[config.mk]
export PLATFORM = sky130hd
export DESIGN_NAME = alu_multicycle_flat
export DESIGN_NICKNAME = d
export VERILOG_FILES = /design/src/rtl/alu_multicycle_if.sv /design/src/rtl/alu_multicycle.sv /design/src/flat_wrapper.sv
export SDC_FILE = /design/constraint.sdc
export NUM_CORES = 1
export LEC_CHECK = 0
export BUFFER_PORTS_ARGS = -buffer_cell sky130_fd_sc_hd__buf_2
export CAP_MARGIN = 25
export CORE_UTILIZATION = 67
export DETAILED_ROUTE_END_ITERATION = 8
export PLACE_DENSITY = 0.92
export SYNTH_ARGS = -nofsm -noshare
export SYNTH_HDL_FRONTEND = slang
export SYNTH_SLANG_ARGS = --single-unit
[constraint.sdc]
create_clock -name clk -period 4.2 [get_ports clk]
set_input_delay 0.42 -clock clk [delete_from_list [all_inputs] [get_ports clk]]
set_output_delay 0.42 -clock clk [all_outputs]
set_load 0.03 [all_outputs]
[src/rtl/alu_multicycle_if.sv]
// Request/response bundle between the decode stage and the multicycle ALU.
// The decode stage is the master; the ALU is the slave.
interface alu_multicycle_if #(
  parameter int WIDTH = 8
);
  logic             in_valid;
  logic             in_ready;
  logic [3:0]       op_i;
  logic [WIDTH-1:0] a_i;
  logic [WIDTH-1:0] b_i;
  logic             out_valid;
  logic             out_ready;
  logic [WIDTH-1:0] result_o;
  logic [WIDTH-1:0] hi_o;
  logic             flag_zero;
  logic             flag_carry;
  logic             flag_remainder;
  logic             err_o;

  modport master (
    output in_valid, op_i, a_i, b_i, out_ready,
    input  in_ready, out_valid, result_o, hi_o,
           flag_zero, flag_carry, flag_remainder, err_o
  );

  modport slave (
    input  in_valid, op_i, a_i, b_i, out_ready,
    output in_ready, out_valid, result_o, hi_o,
           flag_zero, flag_carry, flag_remainder, err_o
  );
endinterface

[src/rtl/alu_multicycle.sv]
// Multicycle ALU: single-cycle arithmetic/logic/shift ops plus iterative
// shift-add MUL and restoring DIV, valid/ready on both sides.
module alu_multicycle #(
  parameter int WIDTH   = 8,
  parameter int SHAMT_W = $clog2(WIDTH)
) (
  input logic               clk,
  input logic               rst_n,
  alu_multicycle_if.slave   bus
);

  typedef enum logic [3:0] {
    OP_ADD = 4'd0, OP_SUB = 4'd1, OP_MUL = 4'd2,  OP_DIV = 4'd3,
    OP_SHL = 4'd4, OP_ROL = 4'd5, OP_SHR = 4'd6,  OP_ROR = 4'd7,
    OP_AND = 4'd8, OP_OR  = 4'd9, OP_XOR = 4'd10, OP_NOT = 4'd11
  } op_e;

  typedef enum logic [1:0] {IDLE, ITER, DONE} state_e;

  localparam logic [SHAMT_W-1:0] CNT_INIT = SHAMT_W'(WIDTH - 1);
  localparam logic [SHAMT_W:0]   W_EXT    = (SHAMT_W + 1)'(WIDTH);

  logic [3:0]         op;
  logic [WIDTH-1:0]   a, b;
  logic [SHAMT_W-1:0] n;

  assign op = bus.op_i;
  assign a  = bus.a_i;
  assign b  = bus.b_i;
  assign n  = b[SHAMT_W-1:0];

  state_e state_q, state_d;
  logic   in_ready, accept, is_iter;

  // Iteration datapath: hi accumulates the product high half / remainder,
  // lo holds the multiplier shifting out / dividend shifting into quotient.
  logic [WIDTH-1:0]   hi_q, lo_q, opnd_q;
  logic               is_div_q;
  logic [SHAMT_W-1:0] cnt_q;

  logic [WIDTH-1:0] result_q, hi_out_q;
  logic             out_valid_q, zero_q, carry_q, rem_q, err_q;

  // ---------------- single-cycle datapath ----------------
  logic [WIDTH:0]   add_ext, sub_ext, shl_ext, shr_ext;
  logic [SHAMT_W:0] n_comp;
  logic [WIDTH-1:0] rol_val, ror_val;

  assign add_ext = {1'b0, a} + {1'b0, b};
  assign sub_ext = {1'b0, a} - {1'b0, b};
  // The extra bit catches the last bit shifted out; zero when n == 0.
  assign shl_ext = {1'b0, a} << n;
  assign shr_ext = {a, 1'b0} >> n;
  assign n_comp  = W_EXT - {1'b0, n};
  assign rol_val = (a << n) | (a >> n_comp);
  assign ror_val = (a >> n) | (a << n_comp);

  logic [WIDTH-1:0] sc_result, sc_hi;
  logic             sc_carry, sc_rem, sc_err;

  always_comb begin
    // NOTE: every output gets a default first so no path infers a latch.
    sc_result = '0;
    sc_hi     = '0;
    sc_carry  = 1'b0;
    sc_rem    = 1'b0;
    sc_err    = 1'b0;
    case (op)
      OP_ADD: {sc_carry, sc_result} = add_ext;
      OP_SUB: {sc_carry, sc_result} = sub_ext;
      OP_MUL: ;
      OP_DIV: begin
        if (b == '0) begin
          sc_result = '1;
          sc_hi     = a;
          sc_err    = 1'b1;
          sc_rem    = (a != '0);
        end
      end
      OP_SHL: begin
        sc_result = shl_ext[WIDTH-1:0];
        sc_carry  = shl_ext[WIDTH];
      end
      OP_SHR: begin
        sc_result = shr_ext[WIDTH:1];
        sc_carry  = shr_ext[0];
      end
      OP_ROL: sc_result = rol_val;
      OP_ROR: sc_result = ror_val;
      OP_AND: sc_result = a & b;
      OP_OR:  sc_result = a | b;
      OP_XOR: sc_result = a ^ b;
      OP_NOT: sc_result = ~a;
      default: sc_err = 1'b1;
    endcase
  end

  // ---------------- iteration step ----------------
  logic [WIDTH:0]   mul_sum, div_shift, div_diff;
  logic [WIDTH-1:0] step_hi, step_lo;

  assign mul_sum   = {1'b0, hi_q} + (lo_q[0] ? {1'b0, opnd_q} : '0);
  assign div_shift = {hi_q, lo_q[WIDTH-1]};
  assign div_diff  = div_shift - {1'b0, opnd_q};

  always_comb begin
    if (is_div_q) begin
      // Restore (keep the shifted value) when the trial subtract borrows.
      step_hi = div_diff[WIDTH] ? div_shift[WIDTH-1:0] : div_diff[WIDTH-1:0];
      step_lo = {lo_q[WIDTH-2:0], ~div_diff[WIDTH]};
    end else begin
      step_hi = mul_sum[WIDTH:1];
      step_lo = {mul_sum[0], lo_q[WIDTH-1:1]};
    end
  end

  // ---------------- FSM ----------------
  always_ff @(posedge clk) begin
    // NOTE: sequential state uses non-blocking assignments so every flop
    // samples pre-edge values regardless of block ordering.
    if (!rst_n) state_q <= IDLE;
    else        state_q <= state_d;
  end

  always_comb begin
    state_d = state_q;
    case (state_q)
      IDLE:    if (accept && is_iter) state_d = ITER;
      ITER:    if (cnt_q == '0)       state_d = DONE;
      DONE:    state_d = IDLE;
      default: state_d = IDLE;
    endcase
  end

  always_comb begin
    is_iter  = (op == OP_MUL) || ((op == OP_DIV) && (b != '0));
    in_ready = rst_n && (state_q == IDLE) && (!out_valid_q || bus.out_ready);
    accept   = bus.in_valid && in_ready;
  end

  // ---------------- iteration registers ----------------
  always_ff @(posedge clk) begin
    if (!rst_n) begin
      hi_q     <= '0;
      lo_q     <= '0;
      opnd_q   <= '0;
      is_div_q <= 1'b0;
      cnt_q    <= '0;
    end else if (accept && is_iter) begin
      is_div_q <= (op == OP_DIV);
      opnd_q   <= (op == OP_DIV) ? b : a;
      lo_q     <= (op == OP_DIV) ? a : b;
      hi_q     <= '0;
      cnt_q    <= CNT_INIT;
    end else if (state_q == ITER) begin
      hi_q  <= step_hi;
      lo_q  <= step_lo;
      cnt_q <= cnt_q - SHAMT_W'(1);
    end
  end

  // ---------------- result registers ----------------
  always_ff @(posedge clk) begin
    if (!rst_n) begin
      out_valid_q <= 1'b0;
      result_q    <= '0;
      hi_out_q    <= '0;
      zero_q      <= 1'b0;
      carry_q     <= 1'b0;
      rem_q       <= 1'b0;
      err_q       <= 1'b0;
    end else if (accept && !is_iter) begin
      out_valid_q <= 1'b1;
      result_q    <= sc_result;
      hi_out_q    <= sc_hi;
      zero_q      <= (sc_result == '0);
      carry_q     <= sc_carry;
      rem_q       <= sc_rem;
      err_q       <= sc_err;
    end else if (accept) begin
      out_valid_q <= 1'b0;
    end else if (state_q == DONE) begin
      out_valid_q <= 1'b1;
      result_q    <= lo_q;
      hi_out_q    <= hi_q;
      zero_q      <= (lo_q == '0);
      carry_q     <= !is_div_q && (hi_q != '0);
      rem_q       <= is_div_q && (hi_q != '0);
      err_q       <= 1'b0;
    end else if (out_valid_q && bus.out_ready) begin
      out_valid_q <= 1'b0;
    end
  end

  assign bus.in_ready       = in_ready;
  assign bus.out_valid      = out_valid_q;
  assign bus.result_o       = result_q;
  assign bus.hi_o           = hi_out_q;
  assign bus.flag_zero      = zero_q;
  assign bus.flag_carry     = carry_q;
  assign bus.flag_remainder = rem_q;
  assign bus.err_o          = err_q;

endmodule
[src/flat_wrapper.sv]
// flat-port wrapper written by rule: the top's interface ports become plain ports
module alu_multicycle_flat 
#(
  parameter int WIDTH   = 8,
  parameter int SHAMT_W = $clog2(WIDTH)
)
  (clk, rst_n, bus_in_valid, bus_op_i, bus_a_i, bus_b_i, bus_out_ready, bus_in_ready, bus_out_valid, bus_result_o, bus_hi_o, bus_flag_zero, bus_flag_carry, bus_flag_remainder, bus_err_o);
  alu_multicycle_if #(.WIDTH(WIDTH)) bus_i ();
  input logic clk;
  input logic rst_n;
  input wire logic [$bits(bus_i.in_valid)-1:0] bus_in_valid;
  input wire logic [$bits(bus_i.op_i)-1:0] bus_op_i;
  input wire logic [$bits(bus_i.a_i)-1:0] bus_a_i;
  input wire logic [$bits(bus_i.b_i)-1:0] bus_b_i;
  input wire logic [$bits(bus_i.out_ready)-1:0] bus_out_ready;
  output wire logic [$bits(bus_i.in_ready)-1:0] bus_in_ready;
  output wire logic [$bits(bus_i.out_valid)-1:0] bus_out_valid;
  output wire logic [$bits(bus_i.result_o)-1:0] bus_result_o;
  output wire logic [$bits(bus_i.hi_o)-1:0] bus_hi_o;
  output wire logic [$bits(bus_i.flag_zero)-1:0] bus_flag_zero;
  output wire logic [$bits(bus_i.flag_carry)-1:0] bus_flag_carry;
  output wire logic [$bits(bus_i.flag_remainder)-1:0] bus_flag_remainder;
  output wire logic [$bits(bus_i.err_o)-1:0] bus_err_o;
  assign bus_i.in_valid = bus_in_valid;
  assign bus_i.op_i = bus_op_i;
  assign bus_i.a_i = bus_a_i;
  assign bus_i.b_i = bus_b_i;
  assign bus_i.out_ready = bus_out_ready;
  assign bus_in_ready = bus_i.in_ready;
  assign bus_out_valid = bus_i.out_valid;
  assign bus_result_o = bus_i.result_o;
  assign bus_hi_o = bus_i.hi_o;
  assign bus_flag_zero = bus_i.flag_zero;
  assign bus_flag_carry = bus_i.flag_carry;
  assign bus_flag_remainder = bus_i.flag_remainder;
  assign bus_err_o = bus_i.err_o;
  alu_multicycle #(.WIDTH(WIDTH), .SHAMT_W(SHAMT_W)) u_core (.clk(clk), .rst_n(rst_n), .bus(bus_i));
endmodule
==> results.sh <==
export IMPL_drive_gt1_share_pct=13.3
export IMPL_tritoncts="yes"
export IMPL_grt_max_degree=32
export IMPL_synthesis_nets=826
export IMPL_hold_start="bus_out_ready"
export IMPL_antenna_cells=0
export IMPL_p_leak_nw=2.53
export IMPL_slew_headroom_pct=28.4
export IMPL_synth_avg_cell_area_um2=7.71
export IMPL_worst_ep_required_time_ns=4.44
export IMPL_synth_area_leader_cell="dfxtp_1"
export IMPL_hold_viol=0
export IMPL_dr_pass1_iters=5
export IMPL_remaining_drc_errors=0
export IMPL_viasPerCell=7.17
export IMPL_cp_num_buf_inv=2
export IMPL_cts_buffers=5
export IMPL_synth_cells=749
export IMPL_crit_top_cell="o31ai_1"
export IMPL_drv_slew=0
export IMPL_num_vias=6212
export IMPL_critPathSlowestCell="or3b_2"
export IMPL_min_path_type="in2reg"
export IMPL_synthDistinctLibCells=79
export IMPL_status="finished clean"
export IMPL_synth_top_area_share_pct=17.7
export IMPL_finalSetupTns_ns=0
export IMPL_initial_utilization_pct=69.9
export IMPL_power_density_mw_per_mm2=210
export IMPL_rr_startpoint="u_core.lo_q[7]"
export IMPL_synth_edf_count=0
export IMPL_ctsHtreeMaxLevel=2
export IMPL_grt_pass1_wl_um=29600
export IMPL_post_cts_buffers=0
export IMPL_portBuffers=45
export IMPL_cts_hold_buffers=0
export IMPL_place_ws_ns=0.880
export IMPL_critical_path_top_delay_family="compound AO/OA/AOI/OAI gates"
export IMPL_path_clk_slew_ns=0.10
export IMPL_grt_ovfl_total=0
export IMPL_max_freq_ghz=0.321
export IMPL_met3_usage_pct=12.8
export IMPL_die_w_um=94.8
export IMPL_ys_seq_area_share_pct=17.7
export IMPL_cap_viol_max_count=0
export IMPL_finClkSkew_ns=0.0106
export IMPL_ys_flop_type="dfxtp_1"
export IMPL_clock_latency_ns=0.32
export IMPL_cp_end_kind="flop"
export IMPL_routedWlPerCell_um=22.3
export IMPL_crit_path_max_incr_delay_ns=0.49
export IMPL_gp_congestion=1.04
export IMPL_critPathArrivalTime_ns=3.36
export IMPL_dieHeight_um=94.8
export IMPL_synthTopCellsByArea="dfxtp_1, ha_1, mux2i_1, nand2_1, nor2_1"
export IMPL_drt_iter0_markers=926
export IMPL_setup_ws_ns=1.08
export IMPL_fin_crit_sh_pct=74.2
export IMPL_cts_buffer_depth=2
export IMPL_routed_wl_um=19300
export IMPL_core_mm2=0.00826
export IMPL_rsz0062_at_grt="false"
export IMPL_root_buffer="clkbuf_8"
export IMPL_critPathKind="in2reg"
export IMPL_grt_busiest_layer="met2"
export IMPL_nNetsFinal=837
export IMPL_setup_viol=0
export IMPL_io_pins=46
export IMPL_area_delta_synth_final_pct=5.37
export IMPL_cts_sinks=51
export IMPL_cp_startpoint="bus_a_i[3]"
export IMPL_min_period_ns=3.12
export IMPL_worst_pin_slew_ns=1.07
export IMPL_cts_resized=0
export IMPL_grt_pass1_vias=5540
export IMPL_ys_async_sr_fraction_pct=0
export IMPL_r2r_slack_ns=1.19
export IMPL_hpwl_um=13900
export IMPL_fin_hold_ws_ns=0.406
export IMPL_path_cells="buf_2, inv_1, ha_1, nor2b_1, o31ai_1, a21oi_1, o31ai_1, mux2i_1, or3b_2, o31ai_2"
export IMPL_ys_ff_latch=51
export IMPL_ir_drop_uv=210
export IMPL_postRouteAntennaNets=0
export IMPL_critPathMaxFanout=18
export IMPL_critPathLaunchType="input port"
export IMPL_syn_area_mm2=0.00577
export IMPL_die_area_mm2=0.00899
export IMPL_synth_warnings=0
export IMPL_antenna_found_initial=1
export IMPL_gr_usage_all_layers_pct=43.1
export IMPL_grtUsageMet2_pct=62.1
export IMPL_grtUsageMet1_pct=59.8
export IMPL_row_count=33
==> metal layers <==
metal	part of all wire (%)	vias up
li1	-	2761
met1	39	2874
met2	43	493
met3	14	84
met4	4.0	0
met5	0	-
==> flip-flops by register name (all words and copies together), names as in the netlist <==
register and cells:
u_core.bus.hi_o 8, u_core.bus.result_o 8, u_core.hi_q 8, u_core.lo_q 8, u_core.opnd_q 8, u_core.cnt_q 3
u_core.state_q 2, u_core.bus.err_o 1, u_core.bus.flag_carry 1, u_core.bus.flag_remainder 1, u_core.bus.flag_zero 1, u_core.bus.out_valid 1
u_core.is_div_q 1
==> worst reg2reg max path: cells and delay by family (launching register included) <==
| kind | cells | cell delay, ns |
|---|---|---|
| buffers and inverters | 2 | 0.37 |
| xor gates and xnor gates | 1 | 0.18 |
| adders and majority gates | 2 | 0.72 |
| muxes | 2 | 0.55 |
| AOI/OAI and AO/OA | 3 | 0.49 |
| and+or+nand+nor | 1 | 0.19 |
| DFF | 1 | 0.38 |
==> cells in the mapped netlist (5+ instances only) <==
cell       n
mux2_2     7
a21o_1     5
nand4_1    5
mux2i_1   38
dfxtp_1   51
inv_1     46
or3_1      5
mux4_2     9
o211ai_1  11
buf_2     15
a211oi_1  10
a22oi_1   21
nand3_1   12
clkbuf_1  33
o21a_1    10
nor3_1    21
o21ai_0   41
nor2b_1   11
xnor2_1    9
nand2b_1  11
a31oi_1   11
nand2_1   68
ha_1      49
o31ai_1    6
nor4_1     9
nor2_1    66
o22ai_1    8
a21oi_1   47
and2_1    15
==> final cells by class <==
class	instances	area, µm²
flip-flops and latches	51	1020
fillers	606	2170
inverters	47	176
multi-input cells	596	4330
repair buffers	59	330
well taps	105	131
clock inverters	3	26.3
clock buffers	5	68.8
==> worst paths after layout <==
check	to	cells after the start
setup / recovery	u_core.bus.flag_zero	10
hold / removal	u_core.bus.out_valid	4
setup reg to reg	u_core.hi_q[6]	11
hold reg to reg	u_core.bus.err_o	2
==> power breakdown <==
part	leakage (nW)	internal, mW	switching (mW)
sequential	0.413	0.495	0.0129
combinational	2.06	0.170	0.294
clock	0.0491	0.123	0.184
==> cells in the final DEF, fill, tap and decap left out, drive strengths merged, types with 7 or more instances in the layout <==
cell type  count
o21ai         41
a31oi         11
buf           59
nand3         12
a22oi         21
a21oi         47
o211ai        11
ha            49
mux2           7
and2          15
xnor2         10
dfxtp         51
nor3          22
nor4          11
o31ai          7
mux4          11
a211oi        10
nor2b         11
inv           48
o22ai          8
nand2         68
o21a          10
nand2b        11
nor2          67
mux2i         38
==> stage by stage <==
stage	area, µm²	instances	power [mW]	util [%]
after floorplan	5770	749	0.834	-
after global placement	5990	858	0.952	72.5
after detailed placement	5990	858	0.960	72.5
after CTS	6080	866	1.26	73.7
after global routing	6080	866	1.32	73.7
final	6080	866	1.28	73.7
==> cells by family (layout without fill, tap and decap cells) <==
group / after synthesis / count (layout) / synth area share (%)
AO/OA/AOI/OAI: 219 / 219 / 25.6
XOR/XNOR: 14 / 14 / 2.45
adder cells (fa/ha/maj): 53 / 53 / 12.0
buffers and inverters: 102 / 114 / 7.41
flip-flops: 51 / 51 / 17.7
multiplexers: 56 / 56 / 12.4
AND/OR/NAND/NOR: 254 / 254 / 22.5
Power figures use the tool's default switching activity.
